===== src/rtl/inv_first_round.sv =====
// -----------------------------------------------------------------------------
// inv_first_round
//   Byte-serial AES-128 inverse-cipher entry round. The block computes
//   AddRoundKey (round key 10), then InvShiftRows, then InvSubBytes. One
//   combinational inverse S-box is shared across 16 cycles, one byte per cycle.
//
//   State layout: byte k = bits [127-8k -: 8]. The layout is column-major, so
//   byte 4c+r is row r, column c.
//
// Ports
//   clk         in   system clock, rising edge
//   n_rst       in   asynchronous active-low reset
//   start       in   request to process; sampled only while ready=1
//   input_data  in   128-bit ciphertext/state (byte 0 = bits [127:120])
//   keyword     in   128-bit round key 10, same byte order
//   ready       out  high while idle (start is accepted)
//   done        out  one-cycle pulse when result is newly valid
//   result      out  128-bit inverse-round output state
//
// Handshake: start is accepted on a rising edge where ready=1 and start=1.
// Inputs are captured on that edge and are ignored afterwards. done is high
// for exactly one cycle, 17 cycles after acceptance. Any start seen while
// ready=0 is dropped and is not queued.
// -----------------------------------------------------------------------------
module inv_first_round (
  input  logic         clk,
  input  logic         n_rst,
  input  logic         start,
  input  logic [127:0] input_data,
  input  logic [127:0] keyword,
  output logic         ready,
  output logic         done,
  output logic [127:0] result
);

  typedef enum logic [1:0] {
    IDLE = 2'd0,
    SUB  = 2'd1,
    DONE = 2'd2
  } state_t;

  // state is observable hierarchically for checkers
  state_t       state;
  state_t       state_next;
  logic [3:0]   counter;
  logic [127:0] ark;
  logic [127:0] work;

  logic [1:0]   row;
  logic [1:0]   col;
  logic [1:0]   src_col;
  logic [3:0]   src_idx;
  logic [7:0]   sbox_in;
  logic [7:0]   sbox_out;

  // ---------------------------------------------------------------------------
  // GF(2^8) arithmetic with the AES polynomial x^8+x^4+x^3+x+1
  // ---------------------------------------------------------------------------
  function automatic logic [7:0] xtime(input logic [7:0] a);
    xtime = {a[6:0], 1'b0} ^ (a[7] ? 8'h1b : 8'h00);
  endfunction

  function automatic logic [7:0] gf_mul(input logic [7:0] a, input logic [7:0] b);
    logic [7:0] p;
    logic [7:0] aa;
    p  = 8'h00;
    aa = a;
    for (int i = 0; i < 8; i++) begin
      if (b[i]) p = p ^ aa;
      aa = xtime(aa);
    end
    gf_mul = p;
  endfunction

  // Multiplicative inverse as x^254. The exponent 254 is the sum
  // 2+4+...+128, so the result is the product of the successive squares.
  // This also maps 0 to 0, which is what the S-box needs.
  function automatic logic [7:0] gf_inv(input logic [7:0] x);
    logic [7:0] sq;
    logic [7:0] acc;
    sq  = x;
    acc = 8'h01;
    for (int i = 0; i < 7; i++) begin
      sq  = gf_mul(sq, sq);
      acc = gf_mul(acc, sq);
    end
    gf_inv = acc;
  endfunction

  function automatic logic [7:0] rotl8(input logic [7:0] v, input int n);
    rotl8 = (v << n) | (v >> (8 - n));
  endfunction

  // Inverse S-box: undo the affine map first, then invert in the field.
  function automatic logic [7:0] inv_sbox(input logic [7:0] x);
    logic [7:0] t;
    t        = rotl8(x, 1) ^ rotl8(x, 3) ^ rotl8(x, 6) ^ 8'h05;
    inv_sbox = gf_inv(t);
  endfunction

  // ---------------------------------------------------------------------------
  // Source selection implements InvShiftRows. Row r is rotated right by r
  // columns, so output column c takes its byte from source column (c-r) mod 4.
  // The 2-bit subtraction wraps, which gives the mod 4 for free.
  // ---------------------------------------------------------------------------
  assign row     = counter[1:0];
  assign col     = counter[3:2];
  assign src_col = col - row;
  assign src_idx = {src_col, row};

  always_comb begin
    sbox_in = 8'h00;
    for (int k = 0; k < 16; k++) begin
      if (src_idx == k[3:0]) sbox_in = ark[127-8*k -: 8];
    end
  end

  assign sbox_out = inv_sbox(sbox_in);

  // ---------------------------------------------------------------------------
  // FSM
  // ---------------------------------------------------------------------------
  always_comb begin
    state_next = state;
    case (state)
      IDLE:    if (start) state_next = SUB;
      SUB:     if (counter == 4'd15) state_next = DONE;
      DONE:    state_next = IDLE;
      default: state_next = IDLE;
    endcase
  end

  assign ready = (state == IDLE);
  assign done  = (state == DONE);

  always_ff @(posedge clk or negedge n_rst) begin
    if (!n_rst) begin
      state   <= IDLE;
      counter <= 4'd0;
      ark     <= 128'h0;
      work    <= 128'h0;
      result  <= 128'h0;
    end else begin
      state <= state_next;
      case (state)
        IDLE: begin
          if (start) begin
            ark     <= input_data ^ keyword;
            counter <= 4'd0;
          end
        end
        SUB: begin
          for (int k = 0; k < 16; k++) begin
            if (counter == k[3:0]) work[127-8*k -: 8] <= sbox_out;
          end
          counter <= counter + 4'd1;
          // On the last byte, publish the full state and bypass byte 15
          // straight from the S-box, so result never shows a partial value.
          if (counter == 4'd15) result <= {work[127:8], sbox_out};
        end
        default: ;
      endcase
    end
  end

endmodule


===== config.mk =====
export PLATFORM = sky130hd
export DESIGN_NAME = inv_first_round
export DESIGN_NICKNAME = d
export VERILOG_FILES = /design/src/rtl/inv_first_round.sv
export SDC_FILE = /design/constraint.sdc
export NUM_CORES = 1
export LEC_CHECK = 0
export CAP_MARGIN = 30
export CORE_MARGIN = 3
export CORE_UTILIZATION = 62
export CTS_CLUSTER_DIAMETER = 30
export DETAILED_ROUTE_END_ITERATION = 12
export GPL_ROUTABILITY_DRIVEN = 0
export HOLD_SLACK_MARGIN = 0.06
export PLACE_DENSITY = 0.85
export SYNTH_ARGS = -nofsm -noshare
export SYNTH_HDL_FRONTEND = slang
export SYNTH_SLANG_ARGS = --single-unit

===== constraint.sdc =====
create_clock -name clk -period 37.4 [get_ports clk]
set_input_delay 9.35 -clock clk [delete_from_list [all_inputs] [get_ports clk]]
set_output_delay 9.35 -clock clk [all_outputs]
set_load 0.02 [all_outputs]

== After elaboration in Yosys (flattened, before gate mapping) ==
Cells that the tools add are included.

* Logic and storage cells: 498
* Bits of input ports: 259
* Output and inout bits: 130
* Flip-flop bits (word level): 382

* Multiplexer cells: 224
* Reduce and logical (&&, ||, !) cells: 23
* Bitwise logic cells: 196
* Add/subtract/negate cells: 2
* Equal/unequal tests: 34

{| class="wikitable"
|+ Operators with widths
! operator !! count
|-
| $mux W8 || 121
|-
| $xor A8 B8 Y8 || 93
|-
| $xor A8 B5 Y8 || 91
|-
| $mux W5 || 92
|-
| $xor A128 B128 Y128 || 1
|-
| $eq A4 B4 Y1 const B || 16
|-
| $reduce_and A2 Y1 || 19
|-
| $eq A4 B3 Y1 const B || 8
|-
| $eq A4 B2 Y1 const B || 4
|-
| $eq A4 B1 Y1 const B || 2
|-
| $logic_not A4 Y1 || 2
|-
| $mux W4 || 2
|-
| $or A8 B1 Y8 || 1
|-
| $or A8 B3 Y8 || 1
|-
| $or A8 B6 Y8 || 1
|-
| $pmux W4 S2 || 1
|-
| $mux W7 || 1
|-
| $not A1 Y1 const A || 7
|-
| $mux W2 || 3
|-
| $mux W6 || 1
|-
| $add A4 B1 Y4 const B || 1
|-
| $ne A2 B2 Y1 const B || 2
|-
| $pmux W2 S2 || 1
|-
| $mux W3 || 1
|-
| other kinds (7) || 7
|}

== Depth between registers and ports, before layout ==
* Depth after elaboration: 148
* Mapped depth: 80
* Mapped depth without buffers: 65

== Least setup slack after synthesis ==
No wires, ideal clock.

* Path type: register to register
* From: reg counter[2]
* To: reg work[100]
* Required time: 37.271 ns
* Cell stages (with the launch flop): 70
* Library setup time: 0.129 ns
* Clock period less this slack: 17.666 ns
* Setup slack: 19.734 ns
* Path buffers: 9
* Data arrival time: 17.537 ns
* Cells stage by stage: dfrtp_1 > clkbuf_1 > inv_1 > ha_1 > xor3_1 > or3_1 > o211ai_1 > o211ai_2 > a221oi_4 > xnor3_1 > ha_1 > buf_1 > nor2_1 > a311o_1 > nor4b_2 > xnor3_2 > clkinv_1 > ha_1 > (+34 left out) > o31ai_1 > a21oi_1 > or3b_2 > o2bb2ai_1 > and3_1 > and3_1 > or2_2 > nor2b_1 > xnor2_4 > xnor3_2 > xor2_2 > xnor3_1 > nand3_1 > o21ai_1 > xnor3_1 > xnor2_2 > buf_2 > o21ai_1

* Longest elaborated chain between the ends: 146
* Elaborated cells between the ends (all ways): 426
* Those cells by class: add/sub: 1; eq/ne: 16; mux: 219; bitwise: 188; reduce/logical: 2

{| class="wikitable"
|+ Ends and longest elaborated chain
! what !! line !! RTL
|-
| from (decl) || 45 || <nowiki>logic [3:0] counter;</nowiki>
|-
| from (signal assigned) || 156 || <nowiki>counter <= counter + 4'd1;</nowiki>
|-
| $sub A2 B2 Y2 || 108 || <nowiki>assign src_col = col - row;</nowiki>
|-
| $logic_not A4 Y1 || 114 || <nowiki>if (src_idx == k[3:0]) sbox_in = ark[127-8*k -: 8];</nowiki>
|-
| $mux W8 (16 in a row) || 114 ||
|-
| $or A8 B1 Y8 / $or A8 B3 Y8 (equally long branches) || 91 || <nowiki>rotl8 = (v << n) | (v >> (8 - n));</nowiki>
|-
| $xor A8 B8 Y8 (2 in a row) || 97 || <nowiki>t = rotl8(x, 1) ^ rotl8(x, 3) ^ rotl8(x, 6) ^ 8'h05;</nowiki>
|-
| $not A2 Y2 (no line) || n/a ||
|-
| $mux W8 || 69 || <nowiki>if (b[i]) p = p ^ aa;</nowiki>
|-
| $xor A8 B8 Y8 || 69 ||
|-
| (+114 left out) || n/a ||
|-
| $xor A8 B8 Y8 || 69 ||
|-
| $mux W8 || 69 ||
|-
| $xor A8 B8 Y8 || 69 ||
|-
| $mux W8 || 69 ||
|-
| $xor A8 B8 Y8 || 69 ||
|-
| $mux W8 || 69 ||
|-
| $xor A8 B8 Y8 || 69 ||
|-
| $mux W8 || 69 ||
|-
| to (signal, indexed assignment) || 154 || <nowiki>if (counter == k[3:0]) work[127-8*k -: 8] <= sbox_out;</nowiki>
|-
| to (decl) || 47 || <nowiki>logic [127:0] work;</nowiki>
|}

Parallel ways exist; a longest one is shown, timed or not.
A chain may end at the register's enable or synchronous reset.

== Final worst setup path ==
* From: reg counter[1]
* To: reg result[4]

* Longest elaborated chain between the ends: 146
* Elaborated cells between the ends (all ways): 426
* Those cells by class: add/sub: 1; eq/ne: 16; mux: 219; bitwise: 188; reduce/logical: 2

{| class="wikitable"
|+ Ends and longest elaborated chain
! what !! line !! RTL
|-
| $sub A2 B2 Y2 || 108 ||
|-
| $logic_not A4 Y1 || 114 ||
|-
| $mux W8 (16 in a row) || 114 ||
|-
| $or A8 B1 Y8 / $or A8 B3 Y8 (equally long branches) || 91 ||
|-
| $xor A8 B8 Y8 (2 in a row) || 97 ||
|-
| $not A2 Y2 (no line) || n/a ||
|-
| $mux W8 || 69 ||
|-
| $xor A8 B8 Y8 || 69 ||
|-
| (+114 left out) || n/a ||
|-
| $xor A8 B8 Y8 || 69 ||
|-
| $mux W8 || 69 ||
|-
| $xor A8 B8 Y8 || 69 ||
|-
| $mux W8 || 69 ||
|-
| $xor A8 B8 Y8 || 69 ||
|-
| $mux W8 || 69 ||
|-
| $xor A8 B8 Y8 || 69 ||
|-
| $mux W8 || 69 ||
|-
| to (signal assigned) || 159 || <nowiki>if (counter == 4'd15) result <= {work[127:8], sbox_out};</nowiki>
|-
| to (decl) || 33 || <nowiki>output logic [127:0] result</nowiki>
|}

Parallel ways exist; a longest one is shown, timed or not.

==> results.yml <==
global_routing:
  grt_pass1_wl_um: 156000
  grt_pass1_vias: 28600
  grt_usage: 0.354
  gr-total-overflow: 0
  antenna_found_initial: 3
  grt_max_degree: 178
drt:
  vias_per_cell: 6.25
  antenna_left: 0
  wl_um: 101000
  drc: 0
  avgRoutedWirePerCell_um: 20.6
  via_count: 30600
  drt-initial-drc-count: 3801
  firstDrtPassIters: 7
synth:
  synth_nets: 4184
  yosysSeqAreaShare: 0.296
  synth-edff-count: 0
  ys_types: 104
  async_flop_share: 1.00
  yosys_warnings: 0
  yosysTopAreaCell: "dfrtp_1"
  yosysTopAreaCellShare: 0.296
  yosys-top-cells-count: "nand2_1, xnor2_1, nor2_1"
  syn_area_sq_um: 32300
  ys_top_cells_by_area: "dfrtp_1, xnor2_1, nand2_1, xnor3_1, nor2_1"
  synth_ff_type: "dfrtp_1"
  synthMostInstantiatedCell: "nand2_1"
  netlist_instances: 3913
  ys_ff_latch: 382
  syn_avg_cell_area_sq_um: 8.26
critical_path:
  path_max_fanout: 37
  worstSetupStartpointType: "flip-flop"
  endpoint_kind: "flip-flop"
  slowest_delay_ps: 800
  criticalPathCategory: "flip-flop to flip-flop"
  critPathArrivalTime_ps: 22520
  critPathSlowestCell: "xor3_1"
  cp_common_cell: "xnor3_1"
  required_ps: 37800
final_layout:
  nNetsFinal: 4445
  area_delta_synth_final_pct: 18.5
  drive_gt1_frac: 0.0705
cts:
  post-cts-setup-buffers: 0
  root_buffer: "clkbuf_16"
  clock_sinks: 382
  path_clk_slew_ps: 60
  cts_tree: "built"
  numCtsBuffers: 47
  htree_levels: 2
  cts_resized: 0
  clockBufferDepth: 3
  insertion_delay_ps: 570
  hold_buffers: 0
sta:
  slew_viol_final: 0
  finalSetupViolations: 0
  clock.fmax_mhz: 45.2
  tightest_slew_ps: 1070
  skew_ps: 17.5
  period_needed_ps: 22120
  rsz0062_at_grt: "no"
  setup_tns_ps: 0
  relSlewSlack: 0.282
  finalHoldViolCount: 0
  min_period_over_period: 0.591
floorplan:
  core_sq_um: 51500
  die_h_um: 234
  num_io_pins: 389
  dieArea_sq_um: 54900
  std_cell_rows: 83
  fp.dieW_um: 234
  initial_core_util: 0.628
flow_run:
  drv_cap: 0
placed_design:
  dpl.hpwl_um: 71000
  port_buffers: 388
status:
  status: "completed"
hold_path:
  hp-class: "flip-flop to flip-flop"
==> final cells by class <==
cell class	count	area [sq um]
antenna	3	7.51
clock inverter	30	338
fill	3640	13200
timing repair buffer	471	4560
tap	680	851
inverter	40	151
sequential	382	9560
clock buffer	56	1260
multi-input combinational	3232	21600
==> worst paths after layout <==
kind	depth (start not counted)	start	slack, ps	end
max	61	counter[1]$_DFFE_PN0P_	15280	result[4]$_DFFE_PN0P_
min	2	work[87]$_DFFE_PN0P_	470	result[87]$_DFFE_PN0P_
max reg2reg	61	counter[1]$_DFFE_PN0P_	15280	result[4]$_DFFE_PN0P_
min reg2reg	2	work[87]$_DFFE_PN0P_	470	result[87]$_DFFE_PN0P_
max in group asynchronous	4	n_rst	26590	ark[127]$_DFFE_PN0P_
min in group asynchronous	1	n_rst	8860	result[115]$_DFFE_PN0P_
==> cell usage in the layout (no fill, tap or decap), types with 12 or more instances in the layout <==
cell type / synthesis / final
nor2_1: 456 / 456
a21o_1: 13 / 13
o21ai_1: 76 / 76
nand2_1: 750 / 750
and2_1: 13 / 12
xnor2_2: 26 / 32
and3_1: 21 / 21
buf_4: 11 / 80
o211ai_1: 32 / 32
inv_1: 32 / 31
xnor3_1: 85 / 85
o22ai_1: 38 / 38
nor4_1: 18 / 18
a211oi_1: 26 / 26
a32oi_1: 14 / 14
or3_1: 21 / 21
xor2_2: 12 / 14
a21oi_1: 244 / 244
a221oi_1: 12 / 12
mux2i_1: 72 / 72
xnor2_1: 489 / 483
nor3_1: 76 / 76
dfrtp_1: 382 / 382
nand2b_1: 22 / 22
xor3_1: 13 / 13
nand3_1: 84 / 84
xor2_1: 107 / 105
o21ai_0: 170 / 170
a31oi_1: 22 / 22
nand4_1: 17 / 17
clkdlybuf4s50_1: 0 / 387
nor2b_1: 26 / 26
clkbuf_16: 0 / 48
==> stage by stage <==
stage	worst slack (ps)	instance area, sq um	util	hold slack [ps]	cells
2_1_floorplan	19730	32300	-	439	3913
3_3_place_gp	16370	36700	0.712	446	4802
3_5_place_dp	15850	36700	0.712	448	4802
4_1_cts	15760	38300	0.743	465	4888
5_1_grt	13780	38300	0.744	472	4894
6_report	15280	38300	0.744	465	4894
==> flip-flops by register name, summed over array words and instances, names as in the netlist <==
signal,cells
ark,128
counter,4
result,128
state,2
work,120
==> worst max-delay path: cells and delay by family, from the launching register on <==
family | cells | cell delay, ps
DFF | 1 | 550
buffers and inverters | 6 | 2580
muxes | 2 | 790
and+or+nand+nor | 16 | 4030
xor gates and xnor gates | 15 | 6750
adders and majority gates | 5 | 2780
AOI/OAI and AO/OA | 17 | 4420
==> kinds of logic after synthesis <==
group / synth area share
DFF: 0.296
muxes: 0.0283
AOI/OAI and AO/OA: 0.163
adders and majority gates: 0.00557
xor gates and xnor gates: 0.265
and+or+nand+nor: 0.203
buffers and inverters: 0.0389
==> metal layers <==
metal,routed length (um),vias up,GRT usage
li1,-,13900,-
met1,38100,14500,0.457
met2,47800,1839,0.590
met3,10700,335,0.0656
met4,4540,0,0.141
met5,0,-,0
Power is not shown: default switching activity piles up to over one toggle a cycle in this logic, so the estimate is an artifact.
